File: src/rtl/serial_adder.sv
// Bit-serial adder/subtractor: one full adder and a carry flop process the
// operands LSB first over WIDTH cycles, then present sum, carry and overflow.
module serial_adder #(
    parameter int unsigned WIDTH = 8
) (
    input  logic             clk,
    input  logic             rst_n,
    input  logic             start,
    input  logic [WIDTH-1:0] x,
    input  logic [WIDTH-1:0] y,
    input  logic             ci,
    input  logic             sub,
    output logic [WIDTH-1:0] s,
    output logic             co,
    output logic             ovf,
    output logic             busy,
    output logic             done
);

    localparam int unsigned CW = (WIDTH > 1) ? $clog2(WIDTH) : 1;

    typedef enum logic [1:0] {IDLE, RUN, DONE} state_t;

    state_t           state_q, state_d;
    logic [WIDTH-1:0] a_q, a_d;
    logic [WIDTH-1:0] b_q, b_d;
    logic [WIDTH-1:0] acc_q, acc_d;
    logic [WIDTH-1:0] s_q, s_d;
    logic [CW-1:0]    cnt_q, cnt_d;
    logic             carry_q, carry_d;
    logic             co_q, co_d;
    logic             ovf_q, ovf_d;
    logic             sum_bit;
    logic             cout_bit;

    always_comb begin
        sum_bit  = a_q[0] ^ b_q[0] ^ carry_q;
        cout_bit = (a_q[0] & b_q[0]) | (carry_q & (a_q[0] ^ b_q[0]));

        state_d = state_q;
        a_d     = a_q;
        b_d     = b_q;
        acc_d   = acc_q;
        s_d     = s_q;
        cnt_d   = cnt_q;
        carry_d = carry_q;
        co_d    = co_q;
        ovf_d   = ovf_q;

        case (state_q)
            IDLE, DONE: begin
                if (start) begin
                    // Subtraction folds into addition: x + ~y + 1.
                    a_d     = x;
                    b_d     = sub ? ~y : y;
                    carry_d = sub ? 1'b1 : ci;
                    acc_d   = '0;
                    cnt_d   = '0;
                    state_d = RUN;
                end else if (state_q == DONE) begin
                    state_d = IDLE;
                end
            end
            RUN: begin
                a_d     = a_q >> 1;
                b_d     = b_q >> 1;
                carry_d = cout_bit;
                acc_d   = {sum_bit, acc_q[WIDTH-1:1]};
                cnt_d   = cnt_q + CW'(1);
                if (cnt_q == CW'(WIDTH - 1)) begin
                    // carry_q here is the carry into the MSB.
                    s_d     = {sum_bit, acc_q[WIDTH-1:1]};
                    co_d    = cout_bit;
                    ovf_d   = carry_q ^ cout_bit;
                    state_d = DONE;
                end
            end
            default: state_d = IDLE;
        endcase
    end

    always_ff @(posedge clk or negedge rst_n) begin
        if (!rst_n) begin
            state_q <= IDLE;
            a_q     <= '0;
            b_q     <= '0;
            acc_q   <= '0;
            s_q     <= '0;
            cnt_q   <= '0;
            carry_q <= 1'b0;
            co_q    <= 1'b0;
            ovf_q   <= 1'b0;
        end else begin
            state_q <= state_d;
            a_q     <= a_d;
            b_q     <= b_d;
            acc_q   <= acc_d;
            s_q     <= s_d;
            cnt_q   <= cnt_d;
            carry_q <= carry_d;
            co_q    <= co_d;
            ovf_q   <= ovf_d;
        end
    end

    assign s    = s_q;
    assign co   = co_q;
    assign ovf  = ovf_q;
    assign busy = (state_q == RUN);
    assign done = (state_q == DONE);

endmodule

File: config.mk
export PLATFORM = sky130hd
export DESIGN_NAME = serial_adder
export DESIGN_NICKNAME = d
export VERILOG_FILES = /design/src/rtl/serial_adder.sv
export SDC_FILE = /design/constraint.sdc
export NUM_CORES = 1
export LEC_CHECK = 0
export CORE_ASPECT_RATIO = 0.7
export CORE_MARGIN = 5
export CORE_UTILIZATION = 54
export DETAILED_ROUTE_END_ITERATION = 10
export PLACE_DENSITY = 0.84
export RECOVER_POWER = 25
export SLEW_MARGIN = 20
export SYNTH_ARGS = -nofsm -noshare
export SYNTH_HDL_FRONTEND = slang
export SYNTH_SLANG_ARGS = --single-unit
File: constraint.sdc
create_clock -name clk -period 2.4 [get_ports clk]
set_input_delay 0.72 -clock clk [delete_from_list [all_inputs] [get_ports clk]]
set_output_delay 0.72 -clock clk [all_outputs]
set_load 0.01 [all_outputs]
; ---- Word-level counts from Yosys, hierarchy flattened
; Index checks and enable logic that the tools add are counted.
[word_totals]
wordCells = 45
in_bits = 21
ff_bits = 40
output_inout_bits = 12
[classes]
add_sub_neg = 1
n_reduce_logical = 6
eq_ne = 6
mux = 16
bitwise = 7
[ops]
columns = op, n
row1 = $pmux 8 s2, 3
row2 = $mux 8, 4
row3 = $not 8->8, 1
row4 = $mux 2, 3
row5 = $pmux 3 s2, 1
row6 = $reduce_and 2->1, 3
row7 = $pmux 2 s2, 1
row8 = $add 3x1->3 const B, 1
row9 = $eq 3x3->1 const B, 1
row10 = $mux 3, 1
row11 = $ne 3x3->1 const B, 1
row12 = $xor 1x1->1, 3
row13 = $and 1x1->1, 2
row14 = $eq 2x1->1 const B, 1
row15 = $eq 2x2->1 const B, 1
row16 = $logic_not 2->1, 1
row17 = $mux 1, 2
row18 = $ne 2x1->1 const B, 1
row19 = $ne 2x2->1 const B, 1
row20 = $pmux 1 s2, 1
row21 = $reduce_bool 2->1, 1
row22 = $reduce_or 2->1, 1
row23 = $or 1x1->1, 1

; ---- Depth between registers and ports, before layout
; Gate-level depths: netlist of run 1.
[logic_depth]
word_depth = 4
mapped_depth = 6
ltp_nobuf = 5

; ---- Least setup slack after synthesis of run 1
; No wires, ideal clock.
[synth_path]
path_type = input port to flip-flop
startpoint = input start
endpoint = register b_q[6]
slack_ns = 0.820
setup_ns = 0.126
path_stages = 5
t_arrival_ns = 1.454
required_ns = 2.274
path_buffers = 2
path_cell_list = nor2b_1 buf_4 nor2_8 buf_6 a221o_1
[synth_via]
elab_chain_len = 2
[synth_rtl]
columns = element, line_no
row1 = start: declaration, 8  ; input logic start,
row2 = $ne 2x2->1 (no line), -
row3 = $reduce_and 2->1 (no line), -
row4 = end signal: assignment, 86  ; b_q <= '0;
row5 = end signal: assignment, 96  ; b_q <= b_d;
row6 = end: declaration, 26  ; logic [WIDTH-1:0] b_q, b_d;
; Every way passes these cells.
; A chain may end at the register's enable or synchronous reset.

; ---- Worst setup path after layout of run 1
[layout_path]
startpoint = register state_q[0]
endpoint = output done
[layout_via]
elab_chain_len = 1
[layout_rtl]
columns = element, line_no
row1 = start: declaration, 24  ; state_t state_q, state_d;
row2 = start signal: assignment, 94  ; state_q <= state_d;
row3 = $eq 2x2->1, 110  ; assign done = (state_q == DONE);
row4 = end: declaration, 17  ; output logic done
; Every way passes these cells.

==> metrics, run 1 <==
first-pass GRT wire length 5023 um; Post-synth EDFFs 0; vias after detailed routing 1,058; Placer Congestion 0.7523; die area 4329 um^2; Post-CTS Setup Inserts 0; H-tree depth 2; xor and xnor area share after synthesis 4.712%; core area 2883 um^2; per-cell routed wire length 15.40 um; average instance area after synthesis 13.60 um^2; hold buffer count at CTS 0; Net Sw Frac 32.48%; CTS tree done; post-synthesis adder-cell area fraction 2.693%; critical path's slowest cell clkdlybuf4s50_1; most numerous cell in the Yosys netlist dfrtp_1; DR DRC count 0; synth cell count leaders dfrtp_1, a22o_1, mux2_2; I/O Pins 33; CTS buffer count 5; Pleak 0.0009719 uW; setup_tns 0 ps; buffer depth of the longest clock path 2; Die H 56.57 um; Vias per Instance 5.510; yosys warns 0; Max IR drop VDD 681.2 uV; critical path endpoint category output pin; post-route worst setup slack 262.5 ps; status complete, no violations; final worst path period share 89.06%; Worst Path Buf+Inv 1; Hold Startpoint a_q[2]; count of input and output buffers 32; main area contributors after synthesis dfrtp_1, a22o_1, mux2_2; vias in the first global route 1,036; worst endpoint data arrival time 1420 ps; Clock Power Share 15.5%; Mapped Area 1673 um^2; pin count of the biggest net entering global routing 40; Synth Flop Type dfrtp_1; Comb pwr share 41.1%; Final setup viols 0; Synth area leader dfrtp_1; Final Skew 6.053 ps; family with the most delay on the worst path buffers and inverters; TritonRoute pass-1 iters 4; fraction of layout instances using a drive strength above 1 13.46%; Final HPWL DP 2117 um; Net Sw Power 855.4 uW; DRT iter0 DRCs 50; Max-Cap Viols 0; RSZ-0062 raised after global routing false; std cell rows 16; Synth Area in Compound Gates 17.95%; endpoints failing hold 0; Seq cells post-synth 39; sequential share of power 43.3%; share of the synthesized area in the top cell type 58.34%; cell breakdown of the critical path and2b_1, clkdlybuf4s50_1; CP startpoint kind register; worst skew pair latency 280 ps; Post-synth ARST share 100.0%; diodes inserted 0; Mapped Cells 123; Setup WS pre-CTS 272.0 ps; reg-to-reg startpoint cnt_q[0]; Die X 76.53 um; Synth-to-Final Area Change 23.78%; nets 179; largest family of logic cells by synthesized area compound AO/OA/AOI/OAI gates; Internal Power 1778 uW; Max Freq 0.4678 GHz; grt ovf 0; Slew @ Worst Pin 937.0 ps; antenna violations before repair 0; DRT antenna net count 0; # resized after CTS 0; Power Dens Cells 1272 nW/um^2; Final Util 71.83%; CP peak stage delay 530 ps; sequential area share after synthesis 58.34%; simple-gate share of the synthesized area 5.610%; Routed WL 2956 um; HP Class reg2reg; Crit Path Max Fanout 5; crit path time final 2137 ps; Synthesized Nets 147; worst hold slack 479.4 ps; post-synthesis mux area share 6.731%; Max Slew Vio Count 0; Clock transition at path regs 70 ps; crit path kind reg2out; # clock sinks 39; Total GRT Usage 14.83%; initial core utilization 58.03%; Worst Setup SP state_q[0]; Worst Path Required 1680 ps; Slew headroom 37.54%; root buffer cell clkbuf_8; Distinct cells, synth 23
-- state kept, by name, summed over array words and instances (netlist names) --
| register | cells |
|---|---|
| carry_q | 1 |
| co | 1 |
| s | 8 |
| cnt_q | 3 |
| ovf | 1 |
| state_q | 2 |
| a_q | 8 |
| acc_q | 7 |
| b_q | 8 |
-- power groups by stage --
stage / sequential, uW / combinational [uW] / clock [uW]
6_report: 1140 / 1080 / 409
3_5_place_dp: 1150 / 1100 / 0
5_1_grt: 1180 / 1200 / 441
3_3_place_gp: 1140 / 1050 / 0
2_1_floorplan: 1140 / 767 / 0
4_1_cts: 1140 / 1100 / 417
-- cells by family after synthesis --
kind of cell | Yosys count
DFF | 39
AOI/OAI and AO/OA | 35
and+or+nand+nor | 16
buffers and inverters | 11
muxes | 10
xor gates and xnor gates | 9
adders and majority gates | 3
-- path summary, 6_finish.rpt --
kind,end,slack (ps),cells past startpoint
max,done,260,2
min,a_q[2],480,1
max reg2reg,s[6],700,4
min reg2reg,a_q[2],480,1
max in group asynchronous,a_q[2],1250,1
min in group asynchronous,s[0],570,1
-- worst reg2reg max path: stages, from the launching register on --
cell	delay, ps
dfrtp_1	380
ha_1	200
ha_1	190
nand3b_1	410
mux2_2	410
-- layer usage --
metal	vias to the layer above	share of wire, %	GRT usage [%]
met4	0	0.91	5.237
met1	516	49	19.92
li1	514	-	-
met3	5	4.7	4.792
met2	23	46	22.68
met5	-	0	0
-- final cells by class --
type                            instances  area [um^2]
Sequential cell                        39        975.9
Inverter                                2        7.507
Timing Repair Buffer                   34        330.3
Fill cell                             215        812.0
Clock buffer                            7        76.32
Clock inverter                          1        5.005
Tap cell                               36        45.04
Multi-Input combinational cell         73        630.6
-- per-stage QoR --
stage,area (um^2),power [uW],std cells
finish,2071,2633,192
detailed placement,1989,2254,184
global route,2071,2819,192
CTS,2071,2661,192
global placement,1989,2188,184
floorplan,1673,1908,123
-- cell usage in the layout, fill, tap and decap left out --
cell,count
a21o_1,7
a221o_1,8
a22o_1,18
and2b_1,1
buf_4,2
clkbuf_1,2
clkbuf_2,1
clkbuf_8,5
clkdlybuf4s50_1,31
clkinv_2,1
dfrtp_1,39
fa_1,1
ha_1,2
inv_1,2
mux2_2,10
nand2_1,1
nand2b_1,1
nand3b_1,1
nor2_1,9
nor2_8,1
nor2b_1,1
nor2b_2,1
o21ai_0,2
xnor2_1,8
xor2_1,1
No activity file was read; power rests on OpenSTA's default activity.
==> inputs of run 2 (changes only) <==
clock period = 2.7 ns   (was 2.4 ns; I/O delays follow)
==> run 2 against run 1 <==
  * Worst setup slack improved by 200 ps
  * Critical path depth is the same
  * Flip-flop and latch count is the same
  * Total power down 5.9%
  * Clock power increased by 21%
  * Routed wire length grew 1.7%
  * Via count rose by 1.7%
  * Critical endpoint unchanged
  * Highest routed layer unchanged
==> metrics, run 2 (synthesized netlist as in run 1, its figures left out) <==
status complete, no violations (unchanged); HP Class reg2reg (unchanged); Post-CTS Setup Inserts 0 (unchanged); first-pass GRT wire length 4968 um (was 5023 um); I/O Pins 33 (unchanged); worst endpoint data arrival time 1430 ps (was 1420 ps); Crit Path Max Fanout 5 (unchanged); CP peak stage delay 530 ps (about the same); CTS tree done (unchanged); Die X 76.53 um (unchanged); Synth-to-Final Area Change 25.95% (was 23.78%); Pleak 0.0009908 uW (was 0.0009719 uW); die area 4329 um^2 (unchanged); Routed WL 3007 um (was 2956 um); Max IR drop VDD 648.2 uV (was 681.2 uV); DR DRC count 0 (unchanged); initial core utilization 58.03% (unchanged); CTS buffer count 5 (unchanged); H-tree depth 2 (unchanged); std cell rows 16 (unchanged); Final Util 73.09% (was 71.83%); CP startpoint kind register (unchanged); commonest non-fill, non-tap cell in the layout dfrtp_1 (unchanged); Internal Power 1699 uW (was 1778 uW); Worst Path Required 1890 ps (was 1680 ps); diodes inserted 0 (unchanged); Max Freq 0.4467 GHz; # resized after CTS 0 (unchanged); crit path kind reg2out (unchanged); critical path's slowest cell clkdlybuf4s50_1 (unchanged); sequential share of power 41.0% (was 43.3%); final worst path period share 82.92%; critical path endpoint category output pin (unchanged); Max Slew Vio Count 0 (unchanged); # clock sinks 39 (unchanged); Total GRT Usage 14.78% (was 14.83%); Slew headroom 40.49% (was 37.54%); CP Capture Point done (unchanged); core area 2883 um^2 (unchanged); worst skew pair latency 290 ps (was 280 ps); Net Sw Power 777.9 uW (was 855.4 uW); buffer depth of the longest clock path 2 (unchanged); Comb pwr share 39.1% (was 41.1%); Power Dens Cells 1176 nW/um^2 (was 1272 nW/um^2); fraction of layout instances using a drive strength above 1 14.74% (was 13.46%); reg-to-reg startpoint cnt_q[0] (unchanged); Slew @ Worst Pin 892.6 ps (was 937.0 ps); setup_tns 0 ps (unchanged); Final setup viols 0 (unchanged); Vias per Instance 5.604 (was 5.510); pin count of the biggest net entering global routing 40 (unchanged); TritonRoute pass-1 iters 4 (unchanged); DRT iter0 DRCs 81 (was 50); R2R cell count 4 (unchanged); Clock transition at path regs 70 ps (about the same); Max-Cap Viols 0 (unchanged); DRT antenna net count 0 (unchanged); Final HPWL DP 2028 um (was 2117 um); RSZ-0062 raised after global routing false (unchanged); vias after detailed routing 1,076 (was 1,058); Clock Power Share 19.9% (was 15.5%); root buffer cell clkbuf_8 (unchanged); Net Sw Frac 31.40% (was 32.48%); antenna violations before repair 0 (unchanged); hold buffer count at CTS 0 (unchanged); Worst Setup SP state_q[0] (unchanged); crit path time final 2239 ps; Placer Congestion 0.7004 (was 0.7523); R2R setup slack 970 ps (was 700 ps); nets 179 (unchanged); grt ovf 0 (unchanged); cell breakdown of the critical path and2b_1, clkdlybuf4s50_1 (unchanged); most frequent cells in the layout dfrtp_1, clkdlybuf4s50_1, a22o_1 (unchanged); RR Endpoint s[7] (was s[6]); Die H 56.57 um (unchanged); per-cell routed wire length 15.66 um (was 15.40 um); Final Skew 6.210 ps (was 6.053 ps); count of input and output buffers 32 (unchanged); vias in the first global route 1,055 (was 1,036); endpoints failing hold 0 (unchanged)
## run 2: per-layer routing
metal / track usage [%] / up-vias / share of wire, %
met4: 7.731 / 0 / 3.1
met3: 5.911 / 9 / 6.0
met1: 19.01 / 527 / 45
met2: 21.46 / 30 / 46
li1: - / 510 / -
met5: 0 / - / 0
## run 2: critical path, delay by kind of cell (launching register included)
kind	cells	cell delay (ps)
and+or+nand+nor	1	200
DFF	1	410
buffers and inverters	1	530
## run 2: how the worst min path moves through the flow
stage,depth (start not counted),end,start
after floorplan,1,a_q[1],a_q[1]
after global placement,1,a_q[2],a_q[2]
after detailed placement,1,a_q[4],a_q[4]
after CTS,1,a_q[4],a_q[4]
after global routing,1,a_q[4],a_q[4]
final,1,a_q[4],a_q[4]
## run 2: final cells by class
class	instances	area, um^2
clock buffer	6	82.58
clock inverter	2	35.03
fill	209	775.7
inverter	2	7.507
multi-input combinational	73	630.6
sequential	39	975.9
tap	36	45.04
timing repair buffer	34	330.3
## run 2: power groups by stage
stage	logic, uW	registers (uW)	clock network, uW
detailed placement	973	1020	0
global route	1050	1050	518
CTS	979	1020	503
global placement	933	1010	0
floorplan	682	1010	0
finish	969	1020	493
## run 2: per-stage QoR
step / cells / hold WS [ps] / instance area (um^2) / setup slack (ps) / total power, uW
floorplan: 123 / 449.6 / 1673 / 1030 / 1696
global placement: 184 / 458.9 / 1989 / 494.5 / 1941
detailed placement: 184 / 465.4 / 1989 / 428.6 / 1995
CTS: 192 / 480.6 / 2107 / 445.2 / 2499
global route: 192 / 483.7 / 2107 / 395.3 / 2611
finish: 192 / 476.7 / 2107 / 461.2 / 2477
==> inputs of run 3 (changes only) <==
CORE_UTILIZATION = 45   (was 54)
PLACE_DENSITY = 0.75   (was 0.84)
clock period = 1.9 ns   (was 2.7 ns; I/O delays follow)
==> run 3 against run 2 <==
  * Worst setup slack worse by 370 ps
  * Global-route usage down 2.0 points
  * Via count up 1.8%
  * First-iteration DRC count down 44%
  * Clock skew down 4.0 ps
  * Non-clock buffer count up 6
  * Hold slack worse by 86 ps
  * Critical path type unchanged
  * Highest routed layer is now met3
==> metrics, run 3 (synthesized netlist as in run 1, its figures left out) <==
status complete, no violations (unchanged); worst skew pair latency 280 ps (was 290 ps); Placer Congestion 0.7289 (was 0.7004); Max IR drop VDD 534.2 uV (was 648.2 uV); DR DRC count 0 (unchanged); Synth-to-Final Area Change 28.35% (was 25.95%); core area 3558 um^2 (was 2883 um^2); critical path endpoint category output pin (unchanged); diodes inserted 0 (unchanged); CP startpoint kind register (unchanged); commonest non-fill, non-tap cell in the layout dfrtp_1 (unchanged); Die X 82.88 um (was 76.53 um); H-tree depth 2 (unchanged); Setup WS pre-CTS -105.4 ps (was 428.6 ps); TritonRoute pass-1 iters 4 (unchanged); CTS tree done (unchanged); Final HPWL DP 2132 um (was 2028 um); antenna violations before repair 0 (unchanged); RSZ-0062 raised after global routing false (unchanged); sequential cell area 975.9 um^2 (unchanged); endpoints failing hold 0 (unchanged); CTS buffer count 5 (unchanged); per-cell routed wire length 13.74 um (was 15.66 um); setup_tns 0 ps (unchanged); # clock sinks 39 (unchanged); die area 5056 um^2 (was 4329 um^2); Pleak 0.001003 uW (was 0.0009908 uW); Max-Cap Viols 0 (unchanged); Final Skew 2.217 ps (was 6.210 ps); crit path kind reg2out (unchanged); HP Class in2async (was reg2reg); nets 185 (was 179); fraction of layout instances using a drive strength above 1 17.28% (was 14.74%); design area 2147 um^2 (was 2107 um^2); DRT antenna net count 0 (unchanged); Placed Area 2069 um^2 (was 1989 um^2); grt ovf 0 (unchanged); Vias per Instance 5.165 (was 5.604); Die H 61.01 um (was 56.57 um); Max Slew Vio Count 0 (unchanged); most frequent cells in the layout dfrtp_1, clkdlybuf4s50_1, a22o_1 (unchanged); worst hold slack 390.7 ps (was 476.7 ps); worst endpoint data arrival time 1240 ps (was 1430 ps); DRT iter0 DRCs 45 (was 81); Max Freq 0.5528 GHz; post-route worst setup slack 90.98 ps (was 461.2 ps); std cell rows 18 (was 16); Routed WL 2912 um (was 3007 um); pin count of the biggest net entering global routing 28 (was 40); Clock transition at path regs 70 ps (about the same); Worst Path Required 1330 ps (was 1890 ps); Total GRT Usage 12.78% (was 14.78%); final worst path period share 95.21%; initial core utilization 47.01% (was 58.03%); multi-input logic area 630.6 um^2 (unchanged); vias in the first global route 1,130 (was 1,055); Slew @ Worst Pin 908.2 ps (was 892.6 ps); Filler Cells Inserted 300 (was 209); Power Dens Cells 1585 nW/um^2 (was 1176 nW/um^2); I/O Pins 33 (unchanged); root buffer cell clkbuf_8 (unchanged); count of input and output buffers 32 (unchanged); buffer depth of the longest clock path 2 (unchanged); Slew headroom 39.45% (was 40.49%); vias after detailed routing 1,095 (was 1,076); Final setup viols 0 (unchanged); Crit Path Max Fanout 4 (was 5); crit path time final 1809 ps; first-pass GRT wire length 5147 um (was 4968 um)
## run 3: changes by cell type in the layout (fill, tap and decap cells not counted)
cell	delta
clkbuf_8	-1
clkinvlp_4	+2
dlygate4sd2_1	+2
clkdlybuf4s50_1	-2
buf_12	+1
buf_4	+4
clkbuf_1	+1
bufinv_16	-1
## run 3: final timing paths
| kind | startpoint | to | slack [ps] | cells after the start |
|---|---|---|---|---|
| max | state_q[0] | done | 90 | 3 |
| min | rst_n | a_q[7] | 390 | 1 |
| max reg2reg | cnt_q[0] | s[6] | 360 | 5 |
| min reg2reg | a_q[4] | a_q[4] | 490 | 1 |
| max in group asynchronous | rst_n | state_q[0] | 470 | 2 |
| min in group clk | a_q[4] | a_q[4] | 490 | 1 |
## run 3: repair_timing
action | in CTS | in global routing
endpoints found under the setup margin | 2 | 0
gates resized for setup | 2 | 0
setup buffers | 1 | 0
endpoints found under the hold margin | 0 | 0
hold buffers | 0 | 0
## run 3: where the power goes
group	total [uW]	switching (uW)	internal, uW	leakage (uW)
clock network	539	284	255	0.0000402
registers	1440	229	1210	0.000492
logic	1430	593	835	0.000471
total	3400	1110	2300	0.00100
## run 3: layer usage
layer / vias to the layer above / global-route usage [%] / part of all wire, %
li1: 525 / - / -
met1: 544 / 16.18 / 47
met2: 26 / 21.35 / 48
met3: 0 / 3.877 / 4.6
met4: 0 / 4.895 / 0
met5: - / 0 / 0
## run 3: stage by stage
stage / utilization [%] / total power, uW / cells
3_5_place_dp: 58.16 / 2906 / 203
5_1_grt: 60.34 / 3647 / 212
4_1_cts: 60.79 / 3458 / 212
2_1_floorplan: - / 2410 / 123
3_3_place_gp: 58.16 / 2838 / 203
6_report: 60.34 / 3403 / 212
## run 3: area by class of cell
| class | count | area share (%) |
|---|---|---|
| multi-input cells | 73 | 29.37 |
| clock inverters | 3 | 0.9324 |
| inverters | 2 | 0.3497 |
| repair buffers | 40 | 17.77 |
| clock buffers | 5 | 3.205 |
| well taps | 50 | 2.914 |
| flip-flops and latches | 39 | 45.45 |
## run 3: critical path, cell delays in order, from the launching register on
cell and delay [ps]:
dfrtp_1 380, buf_4 140, and2b_1 180, dlygate4sd2_1 260
